**src/rtl/power_pkg.sv**
```systemverilog
// Shared definitions for the power command path: command layout, FR codes,
// sequencer states and the internal idle-timeout command.
package power_pkg;

  localparam logic [1:0] SET_FR0 = 2'b00;
  localparam logic [1:0] SET_FR1 = 2'b01;
  localparam logic [1:0] SET_FR2 = 2'b10;
  localparam logic [1:0] SET_FR3 = 2'b11;

  localparam logic OPC_LEVEL = 1'b0;
  localparam logic OPC_MODE  = 1'b1;

  localparam int CMD_W       = 4;
  localparam int CMD_OPC_BIT = 3;
  localparam int CMD_PAY_MSB = 2;
  localparam int CMD_PAY_LSB = 0;

  typedef enum logic [1:0] {
    IDLE   = 2'd0,
    ISSUE  = 2'd1,
    SETTLE = 2'd2,
    HALT   = 2'd3
  } pcs_state_t;

  // Domain 1 dropped to the low-frequency clock.
  localparam logic [2:0] IDLE_LEVEL_CMD = {1'b1, SET_FR2};

  // A mode command with payload[0]=1 is a warmboot request; nothing follows it.
  function automatic logic is_warmboot(input logic [CMD_W-1:0] cmd);
    return (cmd[CMD_OPC_BIT] == OPC_MODE) && cmd[CMD_PAY_LSB];
  endfunction

endpackage

```
**src/rtl/pcs_cmd_fifo.sv**
```systemverilog
// Synchronous command FIFO for power_cmd_sequencer; power-of-two depth,
// pointers wrap naturally, occupancy counter drives full/empty.
module pcs_cmd_fifo #(
  parameter int DATA_W     = 4,
  parameter int FIFO_DEPTH = 4
) (
  input  logic                              clk,
  input  logic                              reset,
  input  logic                              push,
  input  logic                              pop,
  input  logic [DATA_W-1:0]                 wdata,
  output logic [DATA_W-1:0]                 rdata,
  output logic                              full,
  output logic                              empty,
  output logic [$clog2(FIFO_DEPTH+1)-1:0]   count
);

  localparam int PW = (FIFO_DEPTH > 1) ? $clog2(FIFO_DEPTH) : 1;
  localparam int CW = $clog2(FIFO_DEPTH+1);

  logic [DATA_W-1:0] mem [FIFO_DEPTH];
  logic [PW-1:0]     wr_ptr;
  logic [PW-1:0]     rd_ptr;
  logic              push_ok;
  logic              pop_ok;

  assign full    = (count == CW'(FIFO_DEPTH));
  assign empty   = (count == '0);
  assign push_ok = push && !full;
  assign pop_ok  = pop && !empty;
  assign rdata   = mem[rd_ptr];

  always_ff @(posedge clk) begin
    if (reset) begin
      wr_ptr <= '0;
      rd_ptr <= '0;
      count  <= '0;
    end else begin
      if (push_ok) wr_ptr <= wr_ptr + 1'b1;
      if (pop_ok)  rd_ptr <= rd_ptr + 1'b1;
      case ({push_ok, pop_ok})
        2'b10:   count <= count + 1'b1;
        2'b01:   count <= count - 1'b1;
        default: count <= count;
      endcase
    end
  end

  always_ff @(posedge clk) begin
    if (push_ok) mem[wr_ptr] <= wdata;
  end

endmodule

```
**src/rtl/power_cmd_sequencer.sv**
```systemverilog
// Command front-end for power_manager: buffers host commands, issues one
// flag pulse per command with a settle gap, halts after a warmboot request.
// Optional idle timeout enabled by defining PCS_IDLE_TIMEOUT_EN.
module power_cmd_sequencer
  import power_pkg::*;
#(
  parameter int FIFO_DEPTH    = 4,
  parameter int SETTLE_CYCLES = 16,
  parameter int IDLE_CYCLES   = 1000000
) (
  input  logic                              clk,
  input  logic                              reset,
  input  logic                              cmd_valid,
  output logic                              cmd_ready,
  input  logic [3:0]                        cmd_data,
  input  logic                              activity,
  output logic                              change_level_flag,
  output logic [2:0]                        change_level,
  output logic                              change_power_mode_flag,
  output logic                              change_power_mode,
  output logic                              busy,
  output logic [$clog2(FIFO_DEPTH+1)-1:0]   fifo_count
);

  localparam int SCW = (SETTLE_CYCLES > 1) ? $clog2(SETTLE_CYCLES) : 1;

  pcs_state_t        state;
  logic [SCW-1:0]    settle_cnt;
  logic [CMD_W-1:0]  cur_cmd;
  logic [CMD_W-1:0]  fifo_head;
  logic              fifo_full;
  logic              fifo_empty;
  logic              push;
  logic              pop;
  logic              idle_fire;

  assign cmd_ready = !fifo_full && (state != HALT);
  assign push      = cmd_valid && cmd_ready;
  assign pop       = (state == IDLE) && !fifo_empty;
  assign busy      = (state != IDLE) || !fifo_empty;

  pcs_cmd_fifo #(
    .DATA_W    (CMD_W),
    .FIFO_DEPTH(FIFO_DEPTH)
  ) u_fifo (
    .clk  (clk),
    .reset(reset),
    .push (push),
    .pop  (pop),
    .wdata(cmd_data),
    .rdata(fifo_head),
    .full (fifo_full),
    .empty(fifo_empty),
    .count(fifo_count)
  );

`ifdef PCS_IDLE_TIMEOUT_EN
  localparam int ITW = $clog2(IDLE_CYCLES+1);

  logic [ITW-1:0] idle_cnt;
  logic           idle_armed;

  // One-shot: expiry either fires (empty FIFO, IDLE) or is dropped when host
  // commands are pending; only activity or an accept re-arms it.
  always_ff @(posedge clk) begin
    if (reset || activity || push) begin
      idle_cnt   <= ITW'(IDLE_CYCLES);
      idle_armed <= 1'b1;
    end else begin
      if (idle_cnt != '0) idle_cnt <= idle_cnt - 1'b1;
      if (idle_armed && (idle_cnt == '0) && (!fifo_empty || idle_fire))
        idle_armed <= 1'b0;
    end
  end

  assign idle_fire = idle_armed && (idle_cnt == '0) && (state == IDLE) && fifo_empty;
`else
  logic unused_activity;
  assign unused_activity = activity;
  assign idle_fire       = 1'b0;
`endif

  always_ff @(posedge clk) begin
    if (reset) begin
      state                  <= IDLE;
      settle_cnt             <= '0;
      change_level_flag      <= 1'b0;
      change_level           <= '0;
      change_power_mode_flag <= 1'b0;
      change_power_mode      <= 1'b0;
    end else begin
      change_level_flag      <= 1'b0;
      change_level           <= '0;
      change_power_mode_flag <= 1'b0;
      change_power_mode      <= 1'b0;
      case (state)
        IDLE: begin
          if (pop) begin
            cur_cmd <= fifo_head;
            state   <= ISSUE;
          end else if (idle_fire) begin
            cur_cmd <= {OPC_LEVEL, IDLE_LEVEL_CMD};
            state   <= ISSUE;
          end
        end
        ISSUE: begin
          if (cur_cmd[CMD_OPC_BIT] == OPC_MODE) begin
            change_power_mode_flag <= 1'b1;
            change_power_mode      <= cur_cmd[CMD_PAY_LSB];
          end else begin
            change_level_flag <= 1'b1;
            change_level      <= cur_cmd[CMD_PAY_MSB:CMD_PAY_LSB];
          end
          settle_cnt <= SCW'(SETTLE_CYCLES-1);
          state      <= SETTLE;
        end
        SETTLE: begin
          if (settle_cnt == '0) state <= is_warmboot(cur_cmd) ? HALT : IDLE;
          else                  settle_cnt <= settle_cnt - 1'b1;
        end
        HALT:    state <= HALT;
        default: state <= IDLE;
      endcase
    end
  end

endmodule

```
**config.mk**
```make
export PLATFORM = sky130hd
export DESIGN_NAME = power_cmd_sequencer
export DESIGN_NICKNAME = d
export VERILOG_FILES = /design/src/rtl/power_pkg.sv /design/src/rtl/pcs_cmd_fifo.sv /design/src/rtl/power_cmd_sequencer.sv
export SDC_FILE = /design/constraint.sdc
export NUM_CORES = 1
export LEC_CHECK = 0
export ABC_CLOCK_PERIOD_IN_PS = 2740
export CAP_MARGIN = 40
export CORE_MARGIN = 2
export CORE_UTILIZATION = 25
export DETAILED_ROUTE_END_ITERATION = 10
export GPL_TIMING_DRIVEN = 0
export SKIP_LAST_GASP = 1
export SYNTH_ARGS = -nofsm -noshare
export SYNTH_HDL_FRONTEND = slang
export SYNTH_SLANG_ARGS = --single-unit
```
**constraint.sdc**
```tcl
create_clock -name clk -period 2.74 [get_ports clk]
set_input_delay 0.548 -clock clk [delete_from_list [all_inputs] [get_ports clk]]
set_output_delay 0.548 -clock clk [all_outputs]
set_load 0.01 [all_outputs]
```
# After elaboration in Yosys (flattened, before gate mapping)
# Memory sizes are Yosys's and may differ from the RTL's. A register that Yosys moved wholly into a read port is not among the register bits.
# Index checks and enable logic that the tools add are counted.
[word_totals]
regBits = 19
mem_bits_rw = 16
out_inout_bits = 11
wordCells = 60
mem_count = 1
[classes]
add_sub_neg = 5
eq_ne = 10
n_mux = 11
bitwise_logic = 3
n_reduce_logical = 21
[memory_table]
columns = ["name", "words", "width", "read_ports", "rd_ports_with_merged_regs", "wr", "line_no", "rtl"]
rows = [
  ["u_fifo.mem", 4, 4, 1, 1, 1, "pcs_cmd_fifo.sv:21", "logic [DATA_W-1:0] mem [FIFO_DEPTH];"],
]
[op_table]
columns = ["cell", "count"]
rows = [
  ["2-bit one-hot mux with 4 select lines", 1],
  ["4-bit one-hot mux with 2 select lines", 1],
  ["2-bit equality test (second input constant)", 3],
  ["1-bit logical AND", 6],
  ["2-bit two-way mux", 3],
  ["2-bit inequality test (second input constant)", 3],
  ["3-bit one-hot mux with 2 select lines", 1],
  ["2-bit nonzero test", 3],
  ["3-bit OR reduction", 2],
  ["2-bit by 1-bit adder with 2-bit output (second input constant)", 2],
  ["2-bit by 1-bit equality test with 1-bit output (second input constant)", 2],
  ["4-bit logical NOT", 1],
  ["1-bit two-way mux", 4],
  ["4-bit two-way mux", 1],
  ["2-bit AND reduction", 2],
  ["4-bit by 1-bit subtractor with 4-bit output (second input constant)", 1],
  ["3-bit by 1-bit adder with 3-bit output (second input constant)", 1],
  ["3-bit equality test (second input constant)", 1],
  ["3-bit logical NOT", 1],
  ["1-bit NOT", 3],
  ["3-bit AND reduction", 1],
  ["3-bit by 1-bit subtractor with 3-bit output (second input constant)", 1],
  ["1-bit logical NOT", 2],
  ["2-bit logical NOT", 1],
  ["3 further kinds", 3],
]

# Longest topological paths before layout
[depth]
depth_word = 7
mapped_depth = 10

# By module
# Synthesis repeated with hierarchy kept, for this count alone.
[unflattened]
hier_cells = 138
area_unflattened_um2 = 1725.4
[by_module_without_submodules]
columns = ["mod", "instances", "cells_per_inst", "area_each_um2", "seq_area_each_um2"]
rows = [
  ["pcs_cmd_fifo", 1, 74, 1046.0, 660.6],
  ["power_cmd_sequencer", 1, 64, 679.4, 360.3],
]

# Least setup slack after synthesis
# OpenSTA, ideal clock, no wires.
[synth_path]
path_type = "register -> register"
from = "register u_fifo.count[2]"
to = "register u_fifo.count[2]"
setup_ns = 0.071
t_arrival_ns = 1.924
required_time_ns = 2.669
path_slack_ns = 0.745
path_stages_with_launch = 10
n_path_buf = 0
cell_sequence = "dfxtp_1 > nor3_2 > nand2b_1 > inv_1 > ha_1 > inv_1 > fa_1 > xor2_1 > or3_1 > a21oi_1"
[synth_via]
elab_cells_between_ends = 15
classes_between = "add/sub: 2; eq/ne: 3; mux: 1; reduce/logical: 9"
[synth_rtl]
columns = ["item", "line_no", "rtl"]
rows = [
  ["start, declared", "pcs_cmd_fifo.sv:15", "output logic [$clog2(FIFO_DEPTH+1)-1:0] count"],
  ["start signal, assigned", "pcs_cmd_fifo.sv:42", "2'b10: count <= count + 1'b1;"],
  ["start signal, assigned", "pcs_cmd_fifo.sv:43", "2'b01: count <= count - 1'b1;"],
  ["start signal, assigned", "pcs_cmd_fifo.sv:44", "default: count <= count;"],
  ["3-bit logical NOT *", "pcs_cmd_fifo.sv:28", "assign empty = (count == '0);"],
  ["1-bit logical NOT *", "pcs_cmd_fifo.sv:30, power_cmd_sequencer.sv:39", ""],
  ["1-bit logical AND", "power_cmd_sequencer.sv:39", "assign pop = (state == IDLE) && !fifo_empty;"],
  ["1-bit logical AND *", "pcs_cmd_fifo.sv:30", "assign pop_ok = pop && !empty;"],
  ["named net u_fifo.pop_ok", "pcs_cmd_fifo.sv:25", "logic pop_ok;"],
  ["2-bit by 1-bit equality test with 1-bit output or 2-bit equality test (tied branches)", "pcs_cmd_fifo.sv:41", "case ({push_ok, pop_ok})"],
  ["3-bit one-hot mux with 2 select lines or 2-bit nonzero test (tied branches)", "n/a", ""],
]
# The timed path passes the listed nets; every way through them passes the cells marked *.
# A chain may end at the register's enable or synchronous reset.

# Worst setup path in the final report
[layout_path]
from = "input port cmd_valid"
to = "register u_fifo.count[2]"
[layout_via]
elab_chain_len = 4
elab_cells_between_ends = 6
classes_between = "eq/ne: 2; mux: 1; reduce/logical: 3"
[layout_rtl]
columns = ["item", "line_no", "rtl"]
rows = [
  ["start, declared", "power_cmd_sequencer.sv:13", "input logic cmd_valid,"],
  ["1-bit logical AND *", "power_cmd_sequencer.sv:38", "assign push = cmd_valid && cmd_ready;"],
  ["1-bit logical AND *", "pcs_cmd_fifo.sv:29", "assign push_ok = push && !full;"],
  ["2-bit by 1-bit equality test with 1-bit output or 2-bit equality test (tied branches)", "pcs_cmd_fifo.sv:41", ""],
  ["3-bit one-hot mux with 2 select lines or 2-bit nonzero test (tied branches)", "n/a", ""],
]
# Mark *: on every way between the ends. The rest lies on a longest branch, timed or not.

==> impl_metrics.xml <==
<?xml version="1.0" encoding="UTF-8"?>
<metrics>
  <group name="status">
    <metric name="status" unit="">finished, violations left</metric>
    <metric name="failed_checks" unit="">DRC</metric>
  </group>
  <group name="sta">
    <metric name="worstMarginPinSlew" unit="ns">0.4583</metric>
    <metric name="post-route-min-period" unit="ns">2.190</metric>
    <metric name="finalSetupTns" unit="ns">0</metric>
    <metric name="fin_skew" unit="ns">0.009327</metric>
    <metric name="final_hold_viol_count" unit="">0</metric>
    <metric name="timing.max_slew.rel_slack" unit="%">69.44</metric>
    <metric name="timing.final.crit_share" unit="%">79.93</metric>
    <metric name="grt_setup_unrepaired" unit="">no</metric>
    <metric name="fmaxAchievable" unit="MHz">456.6</metric>
    <metric name="slew_violations" unit="">0</metric>
    <metric name="setup_viol" unit="">0</metric>
  </group>
  <group name="global_route">
    <metric name="globalRoute.totalOverflow" unit="">0</metric>
    <metric name="via_count_of_the_first_global_routing_pass" unit="">989</metric>
    <metric name="use_met3" unit="%">3.754</metric>
    <metric name="grtUsageMet1" unit="%">8.904</metric>
    <metric name="antenna_found_initial" unit="">0</metric>
    <metric name="grt_util_met2" unit="%">13.21</metric>
    <metric name="grtUsageTotal" unit="%">7.965</metric>
    <metric name="globalRoute.busiestLayer" unit="">met2</metric>
    <metric name="grt_first_pass_wirelength" unit="um">4416</metric>
    <metric name="pin_count_of_the_biggest_net_entering_global_routing" unit="">14</metric>
  </group>
  <group name="logic_synthesis">
    <metric name="synth.net_count" unit="">146</metric>
    <metric name="ys_top_cells_by_area" unit="">sky130_fd_sc_hd__edfxtp_1, sky130_fd_sc_hd__dfxtp_1, sky130_fd_sc_hd__mux4_2</metric>
    <metric name="synth_largest_area_cell" unit="">sky130_fd_sc_hd__edfxtp_1</metric>
    <metric name="synth_async_sr_flop_share" unit="%">0</metric>
    <metric name="synth-seq-cells" unit="">39</metric>
    <metric name="synthFlopType" unit="">sky130_fd_sc_hd__edfxtp_1</metric>
    <metric name="syn_area" unit="sq um">1670</metric>
    <metric name="edff_count_synth" unit="">20</metric>
    <metric name="yosysSeqAreaShare" unit="%">58.73</metric>
    <metric name="syn-instance-count" unit="">131</metric>
    <metric name="synth_cell_types" unit="">37</metric>
    <metric name="netlist.area_leader.share" unit="%">35.96</metric>
    <metric name="syn_avg_cell_area" unit="sq um">12.75</metric>
    <metric name="ys_warn_count" unit="">0</metric>
  </group>
  <group name="cts">
    <metric name="post_cts_resize_count" unit="">0</metric>
    <metric name="clkSlewWorstSetupHoldPaths" unit="ns">0.08</metric>
    <metric name="hold_buf_count_cts" unit="">0</metric>
    <metric name="post_cts.repair.setup_buffers" unit="">0</metric>
    <metric name="cts.htree.levels" unit="">2</metric>
    <metric name="cts-root-to-sink-buffers" unit="">2</metric>
    <metric name="ctsRootBufferMaster" unit="">sky130_fd_sc_hd__clkbuf_8</metric>
    <metric name="cts_made_buffers" unit="">5</metric>
    <metric name="clk_latency" unit="ns">0.29</metric>
    <metric name="clk_sinks" unit="">39</metric>
    <metric name="clock_tree_from_tritoncts" unit="">yes</metric>
  </group>
  <group name="critical_path">
    <metric name="crit_path_buffers_inverters" unit="">4</metric>
    <metric name="cpPeakStageDelay" unit="ns">0.45</metric>
    <metric name="crit_path_top_delay_cell" unit="">sky130_fd_sc_hd__clkdlybuf4s50_1</metric>
    <metric name="path_type_of_the_worst_setup_path" unit="">primary input to register</metric>
    <metric name="crit_top_cell" unit="">sky130_fd_sc_hd__inv_1</metric>
    <metric name="type_of_destination_of_the_critical_path" unit="">register</metric>
    <metric name="path_cells" unit="">clkdlybuf4s50_1, inv_1, a221oi_4, inv_1, ha_1, inv_1, fa_1, xor2_1, or3_1, a21oi_1</metric>
    <metric name="worst_r2r_path_depth" unit="">10</metric>
    <metric name="critical_path.startpoint_type" unit="">primary input</metric>
    <metric name="crit_path_max_fanout" unit="">7</metric>
    <metric name="arrival" unit="ns">2.42</metric>
    <metric name="crit_family" unit="">buffers and inverters</metric>
    <metric name="worst-path-stages" unit="">10</metric>
    <metric name="rrSetupSlack" unit="ns">0.57</metric>
    <metric name="cp.required" unit="ns">2.97</metric>
  </group>
  <group name="drt">
    <metric name="firstDrtPassIters" unit="">9</metric>
    <metric name="num_vias" unit="">982</metric>
    <metric name="vias_per_cell" unit="">4.233</metric>
    <metric name="drt_first_iter_violations" unit="">50</metric>
    <metric name="remaining_number_of_nets_flagged_by_the_antenna_check_after_routing" unit="">0</metric>
    <metric name="drc_viols" unit="">3</metric>
    <metric name="route.final.wire_length" unit="um">2560</metric>
    <metric name="drt-wirelength-per-cell" unit="um">11.03</metric>
  </group>
  <group name="run">
    <metric name="maxCapViolCount" unit="">0</metric>
  </group>
  <group name="placement">
    <metric name="gp_congestion" unit="">0.7583</metric>
    <metric name="io_buffer_count" unit="">16</metric>
    <metric name="dpl.cell_count" unit="">224</metric>
    <metric name="hpwlAfterDp" unit="um">1938</metric>
  </group>
  <group name="floorplanning">
    <metric name="core_region_area" unit="sq um">6422</metric>
    <metric name="floorplan.die.height" unit="um">85.74</metric>
    <metric name="rows" unit="">29</metric>
    <metric name="design.die.area" unit="sq um">7351</metric>
    <metric name="floorplan.initialDensity" unit="%">26.01</metric>
    <metric name="boundary_pins" unit="">19</metric>
    <metric name="die_width" unit="um">85.74</metric>
  </group>
  <group name="cells_and_area">
    <metric name="num-fill-cells" unit="">629</metric>
    <metric name="finish.cell_count_without_fillers" unit="">232</metric>
    <metric name="relative_area_change_from_synthesis_to_final_layout" unit="%">23.52</metric>
    <metric name="final_net_count" unit="">169</metric>
    <metric name="antenna_cells" unit="">0</metric>
    <metric name="drive_gt1_share" unit="%">14.84</metric>
  </group>
  <group name="power">
    <metric name="power.ir.vdd_worst" unit="mV">0.2821</metric>
    <metric name="leakage" unit="nW">0.7503</metric>
    <metric name="report.power.total" unit="mW">2.180</metric>
    <metric name="power.density_cell_area" unit="nW/um^2">1056</metric>
  </group>
  <group name="hold_path">
    <metric name="hold_path.class" unit="">register to register</metric>
    <metric name="min_delay_path_depth" unit="">1</metric>
  </group>
</metrics>
## report_power, final
part | switching [mW] | internal (mW)
Sequential | 0.100 | 0.756
Combinational | 0.373 | 0.386
Clock | 0.202 | 0.363
## path summary, 6_finish.rpt
| kind | from | to |
|---|---|---|
| max reg2reg | state[0] | u_fifo.count[2] |
| min | cur_cmd[2] | change_level[2] |
| min reg2reg | cur_cmd[2] | change_level[2] |
| max | cmd_valid | u_fifo.count[2] |
## final cells by class
class	instances	area, sq um	share of cell area (%)
plain buffers	5	32.53	1.577
well taps	77	96.34	4.669
repair buffers	16	160.2	7.762
clock inverters	3	67.56	3.275
clock buffers	5	68.82	3.335
inverters	11	41.29	2.001
flip-flops and latches	39	980.9	47.54
multi-input cells	76	615.6	29.84
## through the flow
step                      util [%]  setup slack [ns]  cell area [sq um]  hold slack (ns)
after global routing         32.13            0.3740               2063           0.4679
final                        32.13            0.5499               2063           0.4411
after floorplan                  -            0.7454               1670           0.4203
after CTS                    32.13            0.5213               2063           0.4470
after global placement       30.00            0.2447               1927           0.4270
after detailed placement     30.00            0.2147               1927           0.4300
## kinds of logic (layout without fill, tap and decap cells)
logic type | Yosys count | count (layout) | synth area share (%)
simple gates | 40 | 40 | 13.86
flops | 39 | 39 | 58.73
compound gates | 20 | 20 | 8.915
buf+inv | 16 | 40 | 4.419
fa+ha+maj | 7 | 7 | 5.693
mux | 7 | 7 | 7.341
xor+xnor | 2 | 2 | 1.049
## cells in the final DEF (no fill, tap or decap), drive strengths merged
cell type      count
nor4               1
bufinv             2
and2               9
and2b              1
o21ai              2
clkinvlp           1
xor2               2
and3b              1
nor2b              3
ha                 6
fa                 1
or3b               2
nor2              13
clkbuf             6
nand2b             4
a211oi             5
nand2              2
o31ai              1
nor3               1
mux2               2
a2bb2oi            1
nand4              1
a221oi             1
clkdlybuf4s50     16
a31oi              1
edfxtp            20
a21bo              1
mux4               4
or3                1
buf                4
inv               11
a21oi              7
a22oi              1
dfxtp             19
mux2i              1
or4                1
## metal layers
| layer | vias up | wire length [um] |
|---|---|---|
| met5 | - | 0 |
| met4 | 0 | 39 |
| met3 | 6 | 147 |
| met2 | 17 | 1201 |
| met1 | 450 | 1171 |
| li1 | 509 | - |
## sequential cells by signal, summed over array words and instances (netlist names), 2 cells and up
register       count
u_fifo.mem        16
settle_cnt         4
change_level       3
state              2
u_fifo.rd_ptr      2
cur_cmd            4
u_fifo.wr_ptr      2
u_fifo.count       3
## worst reg2reg max path: stages (launching register included)
cell and delay (ns):
sky130_fd_sc_hd__dfxtp_1 0.36, sky130_fd_sc_hd__buf_4 0.18, sky130_fd_sc_hd__nor2_1 0.16, sky130_fd_sc_hd__nand2b_1 0.14, sky130_fd_sc_hd__inv_1 0.08, sky130_fd_sc_hd__ha_1 0.17, sky130_fd_sc_hd__inv_1 0.06, sky130_fd_sc_hd__fa_1 0.37
sky130_fd_sc_hd__xor2_1 0.16, sky130_fd_sc_hd__or3_1 0.30, sky130_fd_sc_hd__a21oi_1 0.13
## synthesized netlist by cell type, drive strengths merged, types with 3 or more instances
library cell and n:
edfxtp 20, dfxtp 19, nor2 13, inv 11, and2 9, a21oi 7
ha 6, a211oi 5, buf 4, mux4 4, nand2b 4, nor2b 3
No activity file was read; power rests on OpenSTA's default activity.
